--- src/rtl/crc32_stream_pkg.sv ---
// Shared constants, state encoding and helpers for the streaming CRC-32 engine.
package crc32_stream_pkg;

    localparam logic [31:0] CRC32_POLY    = 32'h04C11DB7;
    localparam logic [31:0] CRC32_INIT    = 32'hFFFFFFFF;
    localparam logic [31:0] CRC32_XOROUT  = 32'hFFFFFFFF;
    localparam logic [31:0] CRC32_RESIDUE = 32'hC704DD7B;

    localparam int unsigned MODE_GEN   = 0;
    localparam int unsigned MODE_CHECK = 1;

    typedef enum logic [1:0] {
        ST_IDLE   = 2'd0,
        ST_DATA   = 2'd1,
        ST_APPEND = 2'd2
    } state_e;

    function automatic logic [31:0] bitrev32(input logic [31:0] x);
        logic [31:0] r;
        for (int i = 0; i < 32; i++) r[i] = x[31-i];
        return r;
    endfunction

endpackage

--- src/rtl/crc32_stream_if.sv ---
// Input and output stream handshake bundle around the CRC engine.
interface crc32_stream_if #(
    parameter int unsigned DATA_W = 8
) ();
    logic [DATA_W-1:0] s_data;
    logic              s_valid;
    logic              s_last;
    logic              s_ready;
    logic [DATA_W-1:0] m_data;
    logic              m_valid;
    logic              m_last;
    logic              m_ready;

    // slave: the engine; master: upstream source plus downstream sink
    modport slave  (input  s_data, s_valid, s_last, m_ready,
                    output s_ready, m_data, m_valid, m_last);
    modport master (output s_data, s_valid, s_last, m_ready,
                    input  s_ready, m_data, m_valid, m_last);
endinterface

--- src/rtl/crc32_next.sv ---
// Combinational CRC-32 advance by DATA_W bits, byte 0 = data[7:0] processed first.
module crc32_next
    import crc32_stream_pkg::*;
#(
    parameter int unsigned DATA_W  = 8,
    parameter logic [31:0] POLY    = CRC32_POLY,
    parameter bit          REFLECT = 1'b1
) (
    input  logic [31:0]       crc_in,
    input  logic [DATA_W-1:0] data,
    output logic [31:0]       crc_out
);

    localparam logic [31:0] POLY_R = bitrev32(POLY);

    always_comb begin
        logic [31:0] c;
        logic        fb;
        c  = crc_in;
        fb = 1'b0;
        for (int b = 0; b < int'(DATA_W / 8); b++) begin
            for (int k = 0; k < 8; k++) begin
                // reflected: LSB of each byte first; normal: MSB first
                if (REFLECT) begin
                    fb = c[0] ^ data[8*b + k];
                    c  = {1'b0, c[31:1]} ^ (fb ? POLY_R : 32'h0);
                end else begin
                    fb = c[31] ^ data[8*b + 7 - k];
                    c  = {c[30:0], 1'b0} ^ (fb ? POLY : 32'h0);
                end
            end
        end
        crc_out = c;
    end

endmodule

--- src/rtl/crc32_stream.sv ---
// Streaming CRC-32: pass-through with appended CRC (GEN) or residue check (CHECK).
module crc32_stream
    import crc32_stream_pkg::*;
#(
    parameter int unsigned DATA_W  = 8,
    parameter int unsigned MODE    = MODE_GEN,
    parameter logic [31:0] POLY    = CRC32_POLY,
    parameter logic [31:0] INIT    = CRC32_INIT,
    parameter logic [31:0] XOROUT  = CRC32_XOROUT,
    parameter bit          REFLECT = 1'b1,
    parameter logic [31:0] RESIDUE = CRC32_RESIDUE
) (
    input  logic           clk,
    input  logic           rst,
    crc32_stream_if.slave  bus,
    output logic [31:0]    crc_value,
    output logic           crc_done,
    output logic           crc_ok
);

    localparam int unsigned N_SLICE = 32 / DATA_W;
    localparam int unsigned CNT_W   = 3;

    state_e              state_q, state_d;
    logic [31:0]         crc_q, crc_d;
    logic [CNT_W-1:0]    cnt_q, cnt_d;
    logic                run_q;
    logic [DATA_W-1:0]   m_data_q, m_data_d;
    logic                m_valid_q, m_valid_d;
    logic                m_last_q, m_last_d;
    logic [31:0]         crc_value_q, crc_value_d;
    logic                crc_done_q, crc_done_d;
    logic                crc_ok_q, crc_ok_d;

    logic [31:0]         crc_upd, crc_cmp;
    logic [CNT_W-1:0]    slice_idx;
    logic                out_free, s_ready_c, s_fire, m_fire;

    crc32_next #(.DATA_W(DATA_W), .POLY(POLY), .REFLECT(REFLECT)) u_next (
        .crc_in  (crc_q),
        .data    (bus.s_data),
        .crc_out (crc_upd)
    );

    assign out_free  = !m_valid_q || bus.m_ready;
    assign s_ready_c = run_q && (state_q != ST_APPEND) && out_free;
    assign s_fire    = bus.s_valid && s_ready_c;
    assign m_fire    = m_valid_q && bus.m_ready;
    // residue is expressed in normal bit order, the register is held reflected
    assign crc_cmp   = REFLECT ? bitrev32(crc_upd) : crc_upd;
    assign slice_idx = REFLECT ? cnt_q : CNT_W'(N_SLICE - 1) - cnt_q;

    always_comb begin
        state_d     = state_q;
        crc_d       = crc_q;
        cnt_d       = cnt_q;
        m_data_d    = m_data_q;
        m_valid_d   = m_valid_q;
        m_last_d    = m_last_q;
        crc_value_d = crc_value_q;
        crc_done_d  = 1'b0;
        crc_ok_d    = crc_ok_q;
        if (m_fire) m_valid_d = 1'b0;
        case (state_q)
            ST_IDLE, ST_DATA: begin
                if (s_fire) begin
                    m_data_d  = bus.s_data;
                    m_valid_d = 1'b1;
                    m_last_d  = 1'b0;
                    crc_d     = crc_upd;
                    state_d   = ST_DATA;
                    if (bus.s_last) begin
                        if (MODE == MODE_CHECK) begin
                            m_last_d    = 1'b1;
                            crc_done_d  = 1'b1;
                            crc_ok_d    = (crc_cmp == RESIDUE);
                            crc_value_d = crc_upd ^ XOROUT;
                            crc_d       = INIT;
                            state_d     = ST_IDLE;
                        end else begin
                            // crc_q carries the final post-XOROUT value while appending
                            crc_d   = crc_upd ^ XOROUT;
                            cnt_d   = '0;
                            state_d = ST_APPEND;
                        end
                    end
                end
            end
            ST_APPEND: begin
                if (m_fire && m_last_q) begin
                    crc_done_d  = 1'b1;
                    crc_ok_d    = 1'b1;
                    crc_value_d = crc_q;
                    crc_d       = INIT;
                    state_d     = ST_IDLE;
                end else if (out_free && (cnt_q < CNT_W'(N_SLICE))) begin
                    m_data_d  = DATA_W'(crc_q >> (DATA_W * 32'(slice_idx)));
                    m_valid_d = 1'b1;
                    m_last_d  = (cnt_q == CNT_W'(N_SLICE - 1));
                    cnt_d     = cnt_q + CNT_W'(1);
                end
            end
            default: state_d = ST_IDLE;
        endcase
    end

    always_ff @(posedge clk or negedge rst) begin
        if (!rst) begin
            state_q     <= ST_IDLE;
            crc_q       <= INIT;
            cnt_q       <= '0;
            run_q       <= 1'b0;
            m_data_q    <= '0;
            m_valid_q   <= 1'b0;
            m_last_q    <= 1'b0;
            crc_value_q <= '0;
            crc_done_q  <= 1'b0;
            crc_ok_q    <= 1'b0;
        end else begin
            state_q     <= state_d;
            crc_q       <= crc_d;
            cnt_q       <= cnt_d;
            run_q       <= 1'b1;
            m_data_q    <= m_data_d;
            m_valid_q   <= m_valid_d;
            m_last_q    <= m_last_d;
            crc_value_q <= crc_value_d;
            crc_done_q  <= crc_done_d;
            crc_ok_q    <= crc_ok_d;
        end
    end

    assign bus.s_ready = s_ready_c;
    assign bus.m_data  = m_data_q;
    assign bus.m_valid = m_valid_q;
    assign bus.m_last  = m_last_q;
    assign crc_value   = crc_value_q;
    assign crc_done    = crc_done_q;
    assign crc_ok      = crc_ok_q;

endmodule

--- src/flat_wrapper.sv ---
// flat-port wrapper written by rule: the top's interface ports become plain ports
module crc32_stream_flat import crc32_stream_pkg::*;
#(
    parameter int unsigned DATA_W  = 8,
    parameter int unsigned MODE    = MODE_GEN,
    parameter logic [31:0] POLY    = CRC32_POLY,
    parameter logic [31:0] INIT    = CRC32_INIT,
    parameter logic [31:0] XOROUT  = CRC32_XOROUT,
    parameter bit          REFLECT = 1'b1,
    parameter logic [31:0] RESIDUE = CRC32_RESIDUE
)
  (clk, rst, crc_value, crc_done, crc_ok, bus_s_data, bus_s_valid, bus_s_last, bus_m_ready, bus_s_ready, bus_m_data, bus_m_valid, bus_m_last);
  crc32_stream_if #(.DATA_W(DATA_W)) bus_i ();
  input  logic clk;
  input  logic rst;
  output logic [31:0] crc_value;
  output logic crc_done;
  output logic crc_ok;
  input wire logic [$bits(bus_i.s_data)-1:0] bus_s_data;
  input wire logic [$bits(bus_i.s_valid)-1:0] bus_s_valid;
  input wire logic [$bits(bus_i.s_last)-1:0] bus_s_last;
  input wire logic [$bits(bus_i.m_ready)-1:0] bus_m_ready;
  output wire logic [$bits(bus_i.s_ready)-1:0] bus_s_ready;
  output wire logic [$bits(bus_i.m_data)-1:0] bus_m_data;
  output wire logic [$bits(bus_i.m_valid)-1:0] bus_m_valid;
  output wire logic [$bits(bus_i.m_last)-1:0] bus_m_last;
  assign bus_i.s_data = bus_s_data;
  assign bus_i.s_valid = bus_s_valid;
  assign bus_i.s_last = bus_s_last;
  assign bus_i.m_ready = bus_m_ready;
  assign bus_s_ready = bus_i.s_ready;
  assign bus_m_data = bus_i.m_data;
  assign bus_m_valid = bus_i.m_valid;
  assign bus_m_last = bus_i.m_last;
  crc32_stream #(.DATA_W(DATA_W), .MODE(MODE), .POLY(POLY), .INIT(INIT), .XOROUT(XOROUT), .REFLECT(REFLECT), .RESIDUE(RESIDUE)) u_core (.clk(clk), .rst(rst), .bus(bus_i), .crc_value(crc_value), .crc_done(crc_done), .crc_ok(crc_ok));
endmodule
--- config.mk ---
export PLATFORM = sky130hd
export DESIGN_NAME = crc32_stream_flat
export DESIGN_NICKNAME = d
export VERILOG_FILES = /design/src/rtl/crc32_stream_pkg.sv /design/src/rtl/crc32_stream_if.sv /design/src/rtl/crc32_next.sv /design/src/rtl/crc32_stream.sv /design/src/flat_wrapper.sv
export SDC_FILE = /design/constraint.sdc
export NUM_CORES = 1
export LEC_CHECK = 0
export ABC_AREA = 1
export BUFFER_PORTS_ARGS = -buffer_cell sky130_fd_sc_hd__buf_2
export CORE_MARGIN = 3
export CORE_UTILIZATION = 45
export CTS_CLUSTER_DIAMETER = 60
export DETAILED_ROUTE_END_ITERATION = 12
export HOLD_SLACK_MARGIN = 0.05
export PLACE_DENSITY_LB_ADDON = 0.1
export SYNTH_ARGS = -nofsm -noshare
export SYNTH_HDL_FRONTEND = slang
export SYNTH_HIERARCHICAL = 1
export SYNTH_SLANG_ARGS = --single-unit
--- constraint.sdc ---
create_clock -name clk -period 5.9 [get_ports clk]
set_clock_uncertainty 0.2 [all_clocks]
set_input_delay 0.295 -clock clk [delete_from_list [all_inputs] [get_ports clk]]
set_output_delay 0.295 -clock clk [all_outputs]
set_load 0.02 [all_outputs]
==> impl_results.md, run 1 <==
- Total gr overflow: 0
- Layout cells sized above 1: 21.3%
- Max Cap Viol: 0
- Final setup viols: 0
- Vias in the first global route: 4612
- Max clock buf depth: 2
- Min Hold Slack: 0.0746 ns
- Cell family with most CP delay: simple AND/OR/NAND/NOR gates
- Worst Setup Start Kind: flop
- Post-synthesis net count: 769
- Tcrit/Tclk final: 51.7%
- Worst-path clk slew: 0.06 ns
- Worst Tran Pin Value: 1.03 ns
- Critical path class: reg -> reg
- Drt pass-1 iters: 5
- Detailed Place HPWL: 10100 um
- Fillers: 1153
- Total routed wirelength: 14500 um
- Sequential share of the synthesized area: 38.5%
- Tmin final: 3.05 ns
- Ports: 58
- Synth warn: 6
- Synth Cell Area: 0.00544 mm^2
- Worst path max stage delay: 0.70 ns
- Global placement routability congestion: 0.860
- Leakage: 0.00336 uW
- IO Port Bufs: 57
- Die Height: 116 um
- DRT iter0 DRCs: 408
- Post-CTS Setup Repair Bufs: 0
- CP arrival: 3.12 ns
- Unique masters post-synth: 32
- Crit path top cell by count: nand2_2
- Tot Pwr: 4210 uW
- CTS H-Tree Depth: 3
- Clock sinks: 82
- First-pass GRT wire length: 23900 um
- Nets: 807
- Synth Flop Type: dfrtp_1
- R2R Setup Slk: 2.85 ns
- Relative slew margins: 31.3%
- Hold Crit Class: in -> reg
- CP Cell Sequence: nand2_2 -> inv_1 -> nand2_2 -> buf_4 -> nand2_2 -> nand2_1 -> nand2_1
- Routed Antenna Nets: 0
- Total number of vias: 4894
- CP max stage cell: nand2_2
- EDFF count, synth: 0
- Post-DR vias/cell: 5.21
- Cell Rows: 39
- Commonest non-fill, non-tap cell in the layout: nand2_1
- Critical Path Fanout Max: 65
- Wire per inst: 15.5 um
- Max-slew violations: 0
- Root Driver: clkbuf_16
- Syn avg cell area: 7.22 um^2
- Cts repair resizes: 0
- Unrepaired setup endpoints after global routing: false
- Post-Synthesis Cells: 754
- Fmax: 0.328 GHz
- Total CTS buffers: 9
- Die width: 116 um
- Final Hold Viols: 0
- Placement Setup Slack: 2.87 ns
- Status: complete, no violations
- Asr flop ratio synth: 100%
- Clk Latency, worst-skew pair: 0.34 ns
- Largest net degree at the start of global routing: 83
- Initial antenna violation count: 0
- Buffers and inverters on the worst path: 2
- Critical Path RT: 5.97 ns
- Core Area: 0.0116 mm^2
- CP Capture Type: flop
- GRT Resource Usage Total: 23.0%
- #FFs+latches synth: 82
- Fin Setup TNS: 0 ns
- PwrDens: 688 mW/mm^2
- Diode count: 0
- Fin worst setup slack: 2.85 ns
- CTS tree: done
- DIE AREA: 0.0134 mm^2
- Max VDD drop: 0.272 mV
- Area Overhead vs Synth: 12.5%
- DRC errors left: 0
- Commonest non-fill, non-tap cells in the layout: nand2_1 (355), nand3_1 (109), buf_2 (56)
- Initial Utilization: 46.8%
[power by group]
| part | switching [uW] | internal [uW] |
|---|---|---|
| combinational | 1440 | 886 |
| clock | 225 | 437 |
| sequential | 315 | 906 |
[routing by layer]
layer	vias to the layer above	global-route usage (%)	part of all wire (%)
li1	2399	-	-
met1	2349	31.3	47
met2	125	37.6	47
met3	21	3.55	4.8
met4	0	7.50	1.8
met5	-	0	0
[sequential cells by signal, summed over array words and instances (netlist names), 2 cells and up]
| name | count |
|---|---|
| u_core/bus.m_data | 8 |
| u_core/cnt_q | 3 |
| u_core/crc_q | 32 |
| u_core/crc_value | 32 |
| u_core/state_q | 2 |
[worst reg2reg max path, stage by stage, from the launching register on]
cell and delay [ns]:
dfrtp_1 0.41, nand2_2 0.70, inv_1 0.13, nand2_2 0.11, buf_4 0.56, nand2_2 0.58
nand2_1 0.20, nand2_1 0.07
[cells in the mapped netlist (5+ instances only)]
cell | n | area [um^2]
nand3_1 | 109 | 546
xnor2_1 | 21 | 184
nand2_4 | 11 | 124
inv_1 | 35 | 131
or2_1 | 8 | 50.1
clkbuf_1 | 8 | 30.0
dfrtp_1 | 50 | 1250
xor2_1 | 32 | 280
or2_2 | 18 | 113
buf_4 | 5 | 37.5
buf_2 | 19 | 95.1
nand2_1 | 355 | 1330
nand2_2 | 15 | 93.8
inv_2 | 7 | 26.3
dfstp_2 | 32 | 841
[through the flow]
stage | cell area [um^2] | utilization (%) | cells
floorplan | 5440 | - | 754
global placement | 5760 | 49.6 | 923
detailed placement | 5760 | 49.6 | 923
CTS | 6120 | 52.7 | 940
global route | 6120 | 52.7 | 940
finish | 6120 | 52.7 | 940
[area by class of cell]
| type | count | area [um^2] | share of cell area (%) |
|---|---|---|---|
| clock buffer | 12 | 256 | 4.19 |
| clock inverter | 4 | 97.6 | 1.59 |
| inverter | 45 | 179 | 2.92 |
| multi-input combinational | 594 | 3000 | 49.1 |
| sequential | 82 | 2090 | 34.2 |
| tap | 143 | 179 | 2.92 |
| timing repair buffer | 60 | 313 | 5.11 |
[cells by family after synthesis]
group | Yosys count | share of synthesized area [%]
AOI/OAI and AO/OA | 6 | 0.644
xor gates and xnor gates | 57 | 9.94
adders and majority gates | 2 | 0.460
buffers and inverters | 78 | 6.35
DFF | 82 | 38.5
other | 1 | 0.0689
and+or+nand+nor | 528 | 44.1
[path summary, 6_finish.rpt]
check / depth (start not counted) / endpoint / start
worst max-delay path: 7 / u_core/crc_q[31]$_DFFE_PN1P_ / u_core/state_q[1]$_DFFE_PN0P_
worst min-delay path: 4 / u_core/bus.m_valid$_DFF_PN0_ / bus_m_ready
worst max register to register: 7 / u_core/crc_q[31]$_DFFE_PN1P_ / u_core/state_q[1]$_DFFE_PN0P_
worst min register to register: 1 / u_core/crc_ok$_DFFE_PN0P_ / u_core/crc_ok$_DFFE_PN0P_
max in group asynchronous: 2 / u_core/crc_value[13]$_DFFE_PN0P_ / rst
min in group asynchronous: 2 / u_core/bus.m_valid$_DFF_PN0_ / rst
[repair_timing]
action | CTS | global route
endpoints found under the setup margin | 0 | 0
hold buffers | 1 | 0
endpoints found under the hold margin | 50 | 0
Power figures use the tool's default switching activity.
==> run 2, diff against run 1 <==
Settings changed: ABC_AREA 1 to 0.
Clock period 5.9 ns to 2.91 ns, I/O delays scaled along.
==> run 2 against run 1 <==
  * Clock-buffer cell count decreased by 2
  * Register-to-register slack worse by 2.5 ns
  * Routed wire length down 27%
  * Global-route usage fell by 2.7 points
  * Area after synthesis shrank 19%
  * Critical path depth decreased by 1
  * Die area is 19% lower
  * Setup slack got worse by 2.5 ns
  * Maximum frequency is 20% higher
  * Core utilization is 3.0 points higher
  * Synthesized cell count decreased by 51%
==> impl_results.md, run 2 <==
- Relative slew margins: 31.6% (was 31.3%)
- R2R Setup Slk: 0.36 ns (was 2.85 ns)
- Largest net degree at the start of global routing: 83 (unchanged)
- #FFs+latches synth: 82 (unchanged)
- DIE AREA: 0.0110 mm^2 (was 0.0134 mm^2)
- Cell family with most CP delay: XOR/XNOR gates (was simple AND/OR/NAND/NOR gates)
- Cell Rows: 35 (was 39)
- CP Cell Sequence: xor2_4 -> xnor3_2 -> xor2_1 -> xnor2_1 -> xnor2_1 -> a21oi_1 (was nand2_2 -> inv_1 -> nand2_2 -> buf_4 -> nand2_2 -> nand2_1 -> nand2_1)
- First-pass GRT wire length: 17300 um (was 23900 um)
- Unique masters post-synth: 37 (was 32)
- GRT Resource Usage Total: 20.3% (was 23.0%)
- Final Hold Viols: 0 (unchanged)
- Unrepaired setup endpoints after global routing: false (unchanged)
- Synth top area share: 28.6% (was 24.5%)
- Synth warn: 6 (unchanged)
- Area contributors post-synth: dfrtp_1 (29%), dfstp_2 (19%), xnor2_1 (15%) (was nand2_1 (24%), dfrtp_1 (23%), dfstp_2 (15%))
- Ports: 58 (unchanged)
- CP max stage cell: dfstp_2 (was nand2_2)
- Commonest non-fill, non-tap cells in the layout: xnor2_1 (74), buf_2 (56), dfrtp_1 (50) (was nand2_1 (355), nand3_1 (109), buf_2 (56))
- Most common cell in the netlist: xnor2_1 (was nand2_1)
- Synth top cells by count: xnor2_1 (74), dfrtp_1 (50), nor2_1 (34) (was nand2_1 (355), nand3_1 (109), dfrtp_1 (50))
- Final setup viols: 0 (unchanged)
- Area Overhead vs Synth: 19.3% (was 12.5%)
- Placement Setup Slack: 0.423 ns (was 2.87 ns)
- Nets: 461 (was 807)
- Max Cap Viol: 0 (unchanged)
- WHS Path Cells: 4 (unchanged)
- Sequential share of the synthesized area: 47.8% (was 38.5%)
- Yosys top cell by area: dfrtp_1 (was nand2_1)
- Commonest non-fill, non-tap cell in the layout: xnor2_1 (was nand2_1)
- Detailed Place HPWL: 7400 um (was 10100 um)
- Total gr overflow: 0 (unchanged)
- Layout cells sized above 1: 37.7% (was 21.3%)
- Die Height: 105 um (was 116 um)
- Fmax: 0.392 GHz (was 0.328 GHz)
- Post-DR vias/cell: 5.28 (was 5.21)
- Cts repair resizes: 0 (unchanged)
- Crit path top cell by count: xnor2_1 (was nand2_2)
- Worst Tran Pin Value: 1.03 ns (about the same)
- Synth Flop Type: dfrtp_1 (unchanged)
- Critical Path Fanout Max: 9 (was 65)
- CP arrival: 2.63 ns (was 3.12 ns)
- IO Port Bufs: 57 (unchanged)
- CP Capture Type: flop (unchanged)
- Total routed wirelength: 10600 um (was 14500 um)
- Buffers and inverters on the worst path: 0 (was 2)
- Diode count: 0 (unchanged)
- Worst-path clk slew: 0.09 ns (was 0.06 ns)
- DP Area: 0.00489 mm^2 (was 0.00576 mm^2)
- Clock sinks: 82 (unchanged)
- Tcrit/Tclk final: 87.6% (was 51.7%)
- Tmin final: 2.55 ns (was 3.05 ns)
- Clk Latency, worst-skew pair: 0.36 ns (was 0.34 ns)
- Initial Utilization: 46.7% (was 46.8%)
- Max-slew violations: 0 (unchanged)
- EDFF count, synth: 0 (unchanged)
- Max clock buf depth: 2 (unchanged)
- Fin Setup TNS: 0 ns (unchanged)
- Critical Path RT: 2.99 ns (was 5.97 ns)
- Root Driver: clkbuf_8 (was clkbuf_16)
- CTS tree: done (unchanged)
- Synth Cell Area: 0.00438 mm^2 (was 0.00544 mm^2)
- R2r worst-path depth: 6 (was 7)
- DRC errors left: 0 (unchanged)
- Hold Crit Class: in -> reg (unchanged)
- Fin worst setup slack: 0.360 ns (was 2.85 ns)
- Critical path class: reg -> reg (unchanged)
- Core Area: 0.00937 mm^2 (was 0.0116 mm^2)
- Initial antenna violation count: 0 (unchanged)
- Worst path max stage delay: 0.61 ns (was 0.70 ns)
- Post-Synthesis Cells: 372 (was 754)
- Total number of vias: 3061 (was 4894)
- Asr flop ratio synth: 100% (unchanged)
- Status: complete, no violations (unchanged)
- Die width: 105 um (was 116 um)
- Syn avg cell area: 11.8 um^2 (was 7.22 um^2)
- Vias in the first global route: 3065 (was 4612)
- Wire per inst: 18.3 um (was 15.5 um)
- DRT iter0 DRCs: 124 (was 408)
- Stages on worst setup path: 6 (was 7)
- Post-synthesis net count: 387 (was 769)
- Worst Setup Start Kind: flop (unchanged)
- CTS H-Tree Depth: 3 (unchanged)
- Cell area after layout: 0.00522 mm^2 (was 0.00612 mm^2)
- Total CTS buffers: 9 (unchanged)
- Drt pass-1 iters: 4 (was 5)
- Global placement routability congestion: 0.895 (was 0.860)
- Routed Antenna Nets: 0 (unchanged)
==> run 2: cell types whose count changed in the layout (fill, tap and decap cells not counted), moves of 10 or more <==
| cell | change |
|---|---|
| a21oi_1 | +33 |
| nor2_1 | +29 |
| xnor2_1 | +53 |
| xor2_1 | -10 |
| nand3_1 | -106 |
| inv_1 | -31 |
| mux2_2 | +32 |
| nand2_2 | -15 |
| nor3_1 | +15 |
| nand2_1 | -348 |
| nand2_4 | -11 |
| or2_2 | -17 |
| buf_4 | +14 |
==> run 2: worst register-to-register path, cell delays in order (launching register included) <==
cell     delay, ns
dfstp_2       0.61
xor2_4        0.37
xnor3_2       0.55
xor2_1        0.30
xnor2_1       0.15
xnor2_1       0.14
a21oi_1       0.16
==> run 2: routing by layer <==
metal,track usage (%),up-vias,wire length [um]
met5,0,-,0
met4,5.90,0,112
met3,3.15,13,557
met2,31.3,88,4990
met1,29.8,1547,4960
li1,-,1413,-
==> run 2: repair_timing <==
action	in CTS	in global routing
endpoints found under the setup margin	0	0
buffers inserted	0	0
endpoints found under the hold margin	58	0
hold buffers	9	0
==> run 2: kinds of logic after synthesis <==
kind of cell / count (synthesis) / share of synthesized area (%)
AOI/OAI and AO/OA: 50 / 7.26
other: 1 / 0.0856
muxes: 41 / 12.6
adders and majority gates: 2 / 0.571
xor gates and xnor gates: 102 / 22.0
and+or+nand+nor: 71 / 7.51
DFF: 82 / 47.8
buffers and inverters: 23 / 2.23
==> run 2: worst paths after layout <==
path | startpoint | to
min | bus_m_ready | u_core/state_q[1]$_DFFE_PN0P_
max | u_core/crc_q[0]$_DFFE_PN1P_ | u_core/crc_q[22]$_DFFE_PN1P_
max in group asynchronous | rst | u_core/crc_value[25]$_DFFE_PN0P_
max reg2reg | u_core/crc_q[0]$_DFFE_PN1P_ | u_core/crc_q[22]$_DFFE_PN1P_
min reg2reg | u_core/crc_ok$_DFFE_PN0P_ | u_core/crc_ok$_DFFE_PN0P_
min in group asynchronous | rst | u_core/bus.m_valid$_DFF_PN0_
==> run 2: per-stage QoR <==
| step | std cells | utilization, % | hold WS (ns) |
|---|---|---|---|
| finish | 580 | 55.7 | 0.109 |
| global route | 580 | 55.7 | 0.109 |
| CTS | 580 | 55.7 | 0.0926 |
| detailed placement | 555 | 52.2 | 0.194 |
| global placement | 555 | 52.2 | 0.198 |
| floorplan | 372 | - | -0.350 |
==> run 2: cell type report <==
class | count | area (um^2)
clock buffers | 10 | 128
clock inverters | 6 | 115
well taps | 129 | 161
inverters | 4 | 15.0
multi-input cells | 267 | 2210
flip-flops and latches | 82 | 2090
fillers | 857 | 4150
repair buffers | 82 | 498
Power of run 2 is left out: the tool's default activity adds up to more than one toggle a clock period on the data nets, which glitch-free logic cannot reach.
